File: src/rtl/mutative_reconfig_ctrl.sv
// Reconfiguration controller for the mutative cache.
//
// Accepts an associativity-mode change request, stalls the CPU side, waits for
// the cache to drain, then walks every (set, way) entry of the tag array in
// set-major order: dirty lines are written back and every line is invalidated.
// Finally the PLRU state is cleared and the new mode is driven on setup.
//
// Ports:
//   clk, rst_n            clock, asynchronous active-low reset
//   cfg_req, cfg_mode     level request (held until cfg_ack) and requested mode
//   cfg_ack               one-cycle completion pulse
//   busy, cpu_stall       reconfiguration in progress / block CPU requests
//   setup                 current mode to cache datapath and PLRU block
//   cache_idle            cache has no outstanding miss/writeback
//   probe_en/set/way      tag array read strobe and walk address
//   probe_valid/dirty     probed entry state, one cycle after probe_en
//   wb_req, wb_ready      writeback handshake for (probe_set, probe_way)
//   inval_we              clear valid/dirty of (probe_set, probe_way)
//   plru_rst              one-cycle pulse clearing all PLRU bits
module mutative_reconfig_ctrl #(
    parameter int unsigned SET_SIZE     = 16,
    parameter int unsigned SET_IDX_BITS = 4,
    parameter int unsigned WAYS         = 8,
    parameter int unsigned WAY_IDX_BITS = 3
) (
    input  logic                    clk,
    input  logic                    rst_n,
    input  logic                    cfg_req,
    input  logic [1:0]              cfg_mode,
    output logic                    cfg_ack,
    output logic                    busy,
    output logic [1:0]              setup,
    output logic                    cpu_stall,
    input  logic                    cache_idle,
    output logic                    probe_en,
    output logic [SET_IDX_BITS-1:0] probe_set,
    output logic [WAY_IDX_BITS-1:0] probe_way,
    input  logic                    probe_valid,
    input  logic                    probe_dirty,
    output logic                    wb_req,
    input  logic                    wb_ready,
    output logic                    inval_we,
    output logic                    plru_rst
);

    localparam int unsigned CntBits = SET_IDX_BITS + WAY_IDX_BITS;

    typedef enum logic [2:0] {
        StIdle,
        StDrain,
        StProbe,
        StCheck,
        StWb,
        StInval,
        StPlruClr,
        StDone
    } state_e;

    state_e             state_q, state_d;
    logic [1:0]         target_q, target_d;
    logic [1:0]         setup_q, setup_d;
    logic [CntBits-1:0] cnt_q, cnt_d;

    logic [SET_IDX_BITS-1:0] cur_set;
    logic [WAY_IDX_BITS-1:0] cur_way;
    logic                    last_entry;
    logic                    advance;
    logic                    walking;

    // Way index occupies the low bits so a plain increment walks set-major.
    assign cur_set    = cnt_q[CntBits-1:WAY_IDX_BITS];
    assign cur_way    = cnt_q[WAY_IDX_BITS-1:0];
    assign last_entry = (cur_set == SET_IDX_BITS'(SET_SIZE - 1)) &&
                        (cur_way == WAY_IDX_BITS'(WAYS - 1));

    always_ff @(posedge clk or negedge rst_n) begin
        if (!rst_n) begin
            state_q  <= StIdle;
            target_q <= 2'b00;
            setup_q  <= 2'b00;
            cnt_q    <= '0;
        end else begin
            state_q  <= state_d;
            target_q <= target_d;
            setup_q  <= setup_d;
            cnt_q    <= cnt_d;
        end
    end

    always_comb begin
        state_d  = state_q;
        target_d = target_q;
        setup_d  = setup_q;
        cnt_d    = cnt_q;
        advance  = 1'b0;
        cfg_ack  = 1'b0;
        probe_en = 1'b0;
        wb_req   = 1'b0;
        inval_we = 1'b0;
        plru_rst = 1'b0;

        unique case (state_q)
            StIdle: begin
                if (cfg_req) begin
                    target_d = cfg_mode;
                    // Same mode needs no flush: acknowledge directly.
                    state_d  = (cfg_mode == setup_q) ? StDone : StDrain;
                end
            end
            StDrain: begin
                if (cache_idle) begin
                    cnt_d   = '0;
                    state_d = StProbe;
                end
            end
            StProbe: begin
                probe_en = 1'b1;
                state_d  = StCheck;
            end
            StCheck: begin
                if (probe_valid && probe_dirty) begin
                    state_d = StWb;
                end else begin
                    // Clean or invalid lines are invalidated anyway: way mapping
                    // changes with the mode, so nothing may survive.
                    inval_we = 1'b1;
                    advance  = 1'b1;
                end
            end
            StWb: begin
                wb_req = 1'b1;
                if (wb_ready) begin
                    state_d = StInval;
                end
            end
            StInval: begin
                inval_we = 1'b1;
                advance  = 1'b1;
            end
            StPlruClr: begin
                plru_rst = 1'b1;
                state_d  = StDone;
            end
            StDone: begin
                cfg_ack = 1'b1;
                setup_d = target_q;
                state_d = StIdle;
            end
            default: state_d = StIdle;
        endcase

        // Completion is taken on the last entry, not on counter wrap.
        if (advance) begin
            if (last_entry) begin
                state_d = StPlruClr;
            end else begin
                cnt_d   = cnt_q + CntBits'(1);
                state_d = StProbe;
            end
        end
    end

    assign walking   = (state_q == StProbe) || (state_q == StCheck) ||
                       (state_q == StWb)    || (state_q == StInval);
    assign probe_set = walking ? cur_set : '0;
    assign probe_way = walking ? cur_way : '0;
    assign busy      = (state_q != StIdle);
    assign cpu_stall = busy;
    assign setup     = setup_q;

endmodule
File: config.mk
export PLATFORM = sky130hd
export DESIGN_NAME = mutative_reconfig_ctrl
export DESIGN_NICKNAME = d
export VERILOG_FILES = /design/src/rtl/mutative_reconfig_ctrl.sv
export SDC_FILE = /design/constraint.sdc
export NUM_CORES = 1
export LEC_CHECK = 0
export ABC_AREA = 1
export CAP_MARGIN = 20
export CORE_MARGIN = 3
export CORE_UTILIZATION = 47
export DETAILED_ROUTE_END_ITERATION = 7
export PLACE_DENSITY = 0.77
export SLEW_MARGIN = 20
export SYNTH_ARGS = -nofsm -noshare
export SYNTH_HDL_FRONTEND = slang
export SYNTH_SLANG_ARGS = --single-unit
export TNS_END_PERCENT = 10
File: constraint.sdc
create_clock -name clk -period 1.7 [get_ports clk]
set_clock_uncertainty 0.1 [all_clocks]
set_input_delay 0.34 -clock clk [delete_from_list [all_inputs] [get_ports clk]]
set_output_delay 0.34 -clock clk [all_outputs]
set_load 0.05 [all_outputs]
==> impl_results.md <==
- Initial detailed-routing violation count: 94
- Clock buffer depth: 2
- Avg Cell Area, Syn: 6.51 µm²
- WL/cell: 18.1 µm
- Vias in the first global route: 1157
- Area of the multi-input gates: 592 µm²
- Met3 routed WL: 371 µm
- Share of cells above drive strength 1: 37.0%
- Final hold viol count: 0
- Core area: 1820 µm²
- CTS Hold Bufs: 0
- Register area: 352 µm²
- CTS Root Cell: clkbuf_4
- Syn Std Cell Area: 963 µm²
- Top Ports: 25
- Worst-Margin Slew: 0.279 ns
- Status: finished, violations left
- Initial Utilization: 52.9%
- Crit Path Class: reg2out
- Ys Warns: 0
- Yosys top cell area share: 36.4%
- Number of H-tree levels: 1
- Total CTS buffers: 3
- Leakage: 0.818 nW
- Hold_ws: 0.274 ns
- Max-slew violations: 0
- Number of max-cap violations: 0
- Nets@finish: 204
- Fin worst setup slack: -0.503 ns
- Die Y: 51.3 µm
- # rows: 15
- Worst-Skew Late Latency: 0.29 ns
- Syn_nets: 159
- Crit share post-route: 130%
- DRT met1 WL: 1430 µm
- Layout fillers: 74
- Syn Inst Count: 148
- Via count: 1288
- Vias/cell: 5.94
- CP arrival: 1.76 ns
- CTS clk-pin slew, worst paths: 0.08 ns
- Critical Path End Type: output port
- Yosys cell types: 19
- Max Used Layer: met4
- Fmax: 0.454 GHz
- Violated checks: setup timing
- Register area share after synthesis: 36.4%
- Die area: 2630 µm²
- Post-CTS setup repair buffer count: 0
- Leading area contributor after synthesis: dfrtp_1
- Largest net degree at the start of global routing: 15
- Slew HR: 81.4%
- Synthesized flop and latch total: 14
- Final setup vio count: 22
- Initial antenna violation count: 0
- Total gr overflow: 0
- WP data required: 1.26 ns
- Non-Filler Instances: 217
- Clk sink count: 14
- First-pass DRT Iterations: 5
- Ant diodes: 0
- Final TNS setup: -4.44 ns
- Detailed Place HPWL: 2250 µm
- Synth area leaders: dfrtp_1, nand2_1, inv_1
- Global-route wire length before repair: 5250 µm
- Placed Area: 1560 µm²
- Post-layout instance area: 1650 µm²
- Antenna-violating nets left: 0
- Total GRT Usage: 27.5%
- Met2 wire length: 1910 µm
- Die Span X: 51.3 µm
- Peak VDD IR: 1610 µV
- Critical-path maximum fanout: 7
- Inst Count DP: 213
- RSZ-0062 raised after global routing: true
- DRC viols: 0
- GP Congestion: 0.838
- Min-Delay Path Class: in2async
- Startpoint types: register
- Period minus WS final: 2.20 ns
- Area Growth Syn to Fin: 71.6%
- IO Port Bufs: 24
- CTS tree: built
- PwrDens: 2090 nW/µm²
- DRT Wirelength: 3920 µm
## cells by family after synthesis
group | synth area share (%)
and+or+nand+nor | 41.8
buffers and inverters | 11.3
AOI/OAI and AO/OA | 7.92
DFF | 36.4
adders and majority gates | 2.60
## cell type report
class / count / area share [%]
multi-input cells: 108 / 35.8
inverters: 24 / 7.04
repair buffers: 42 / 31.8
well taps: 25 / 1.89
flip-flops and latches: 14 / 21.3
clock buffers: 4 / 2.20
## routing by layer
metal / vias up / track usage, %
li1: 550 / -
met1: 600 / 29.9
met3: 31 / 9.04
met5: - / 0
met2: 107 / 46.8
met4: 0 / 15.3
## worst max-delay path, stage by stage, from the launching register on
cell and delay (ns):
dfrtp_1 0.44, buf_4 0.19, nor2_2 0.14, nand2_1 0.11, nand2_2 0.22, nand2_2 0.12
clkinvlp_4 0.11, buf_12 0.13
## sequential cells by signal, summed over array words and instances (netlist names)
signal,count
cnt_q,7
setup,2
state_q,3
target_q,2
## Yosys cell counts (all sizes together)
cell type,count
a21oi,2
o21ai,11
dfrtp,14
inv,24
nor2,15
nand3b,5
nand2,56
o21bai,1
ha,2
nor3,1
nand3,14
buf,2
nand4,1
## power breakdown
| group | switching [mW] | total (mW) | internal (mW) | leakage (nW) |
|---|---|---|---|---|
| logic | 1.53 | 2.56 | 1.02 | 0.617 |
| clock network | 0.116 | 0.247 | 0.131 | 0.0210 |
| registers | 0.179 | 0.651 | 0.472 | 0.180 |
| total | 1.82 | 3.45 | 1.63 | 0.818 |
## timing repair
item / 4_1_cts / 5_1_grt
pin swaps: 1 / 4
setup endpoints to repair: 17 / 19
hold endpoints to repair: 0 / 0
gates resized for setup: 9 / 9
## cell usage in the layout (no fill, tap or decap), types with 2 or more instances in the layout
cell type	synthesis	routed
a21oi_1	2	2
o21ai_0	9	8
nand2_1	56	44
dfrtp_1	14	13
buf_12	0	14
clkdlybuf4s50_1	0	8
nand3_1	13	13
ha_1	2	2
clkbuf_4	0	3
clkinvlp_4	0	7
buf_6	1	4
nand2_4	0	3
inv_1	22	15
nor2_1	15	8
buf_4	1	16
nand3b_1	4	4
o21ai_1	1	2
nand2_2	0	9
nor2_2	0	3
nor2_4	0	4
inv_2	2	2
## path summary, 6_finish.rpt
path / start / end / slack [ns] / cells after the start
min in group clk: target_q[0] / setup[0] / 0.40 / 2
max reg2reg: state_q[1] / cnt_q[4] / -0.10 / 9
max: state_q[1] / probe_way[1] / -0.50 / 7
max in group asynchronous: rst_n / state_q[2] / 1.04 / 2
min reg2reg: target_q[0] / setup[0] / 0.40 / 2
min: rst_n / setup[0] / 0.27 / 2
## per-stage QoR
stage	worst slack, ns	util, %	power (mW)
floorplan	-0.143	-	1.87
global placement	-0.0168	85.5	2.81
detailed placement	-0.0757	85.5	2.89
CTS	-0.405	88.9	3.21
global route	-0.550	90.8	3.61
finish	-0.503	90.8	3.45
Power figures use the tool's default switching activity.
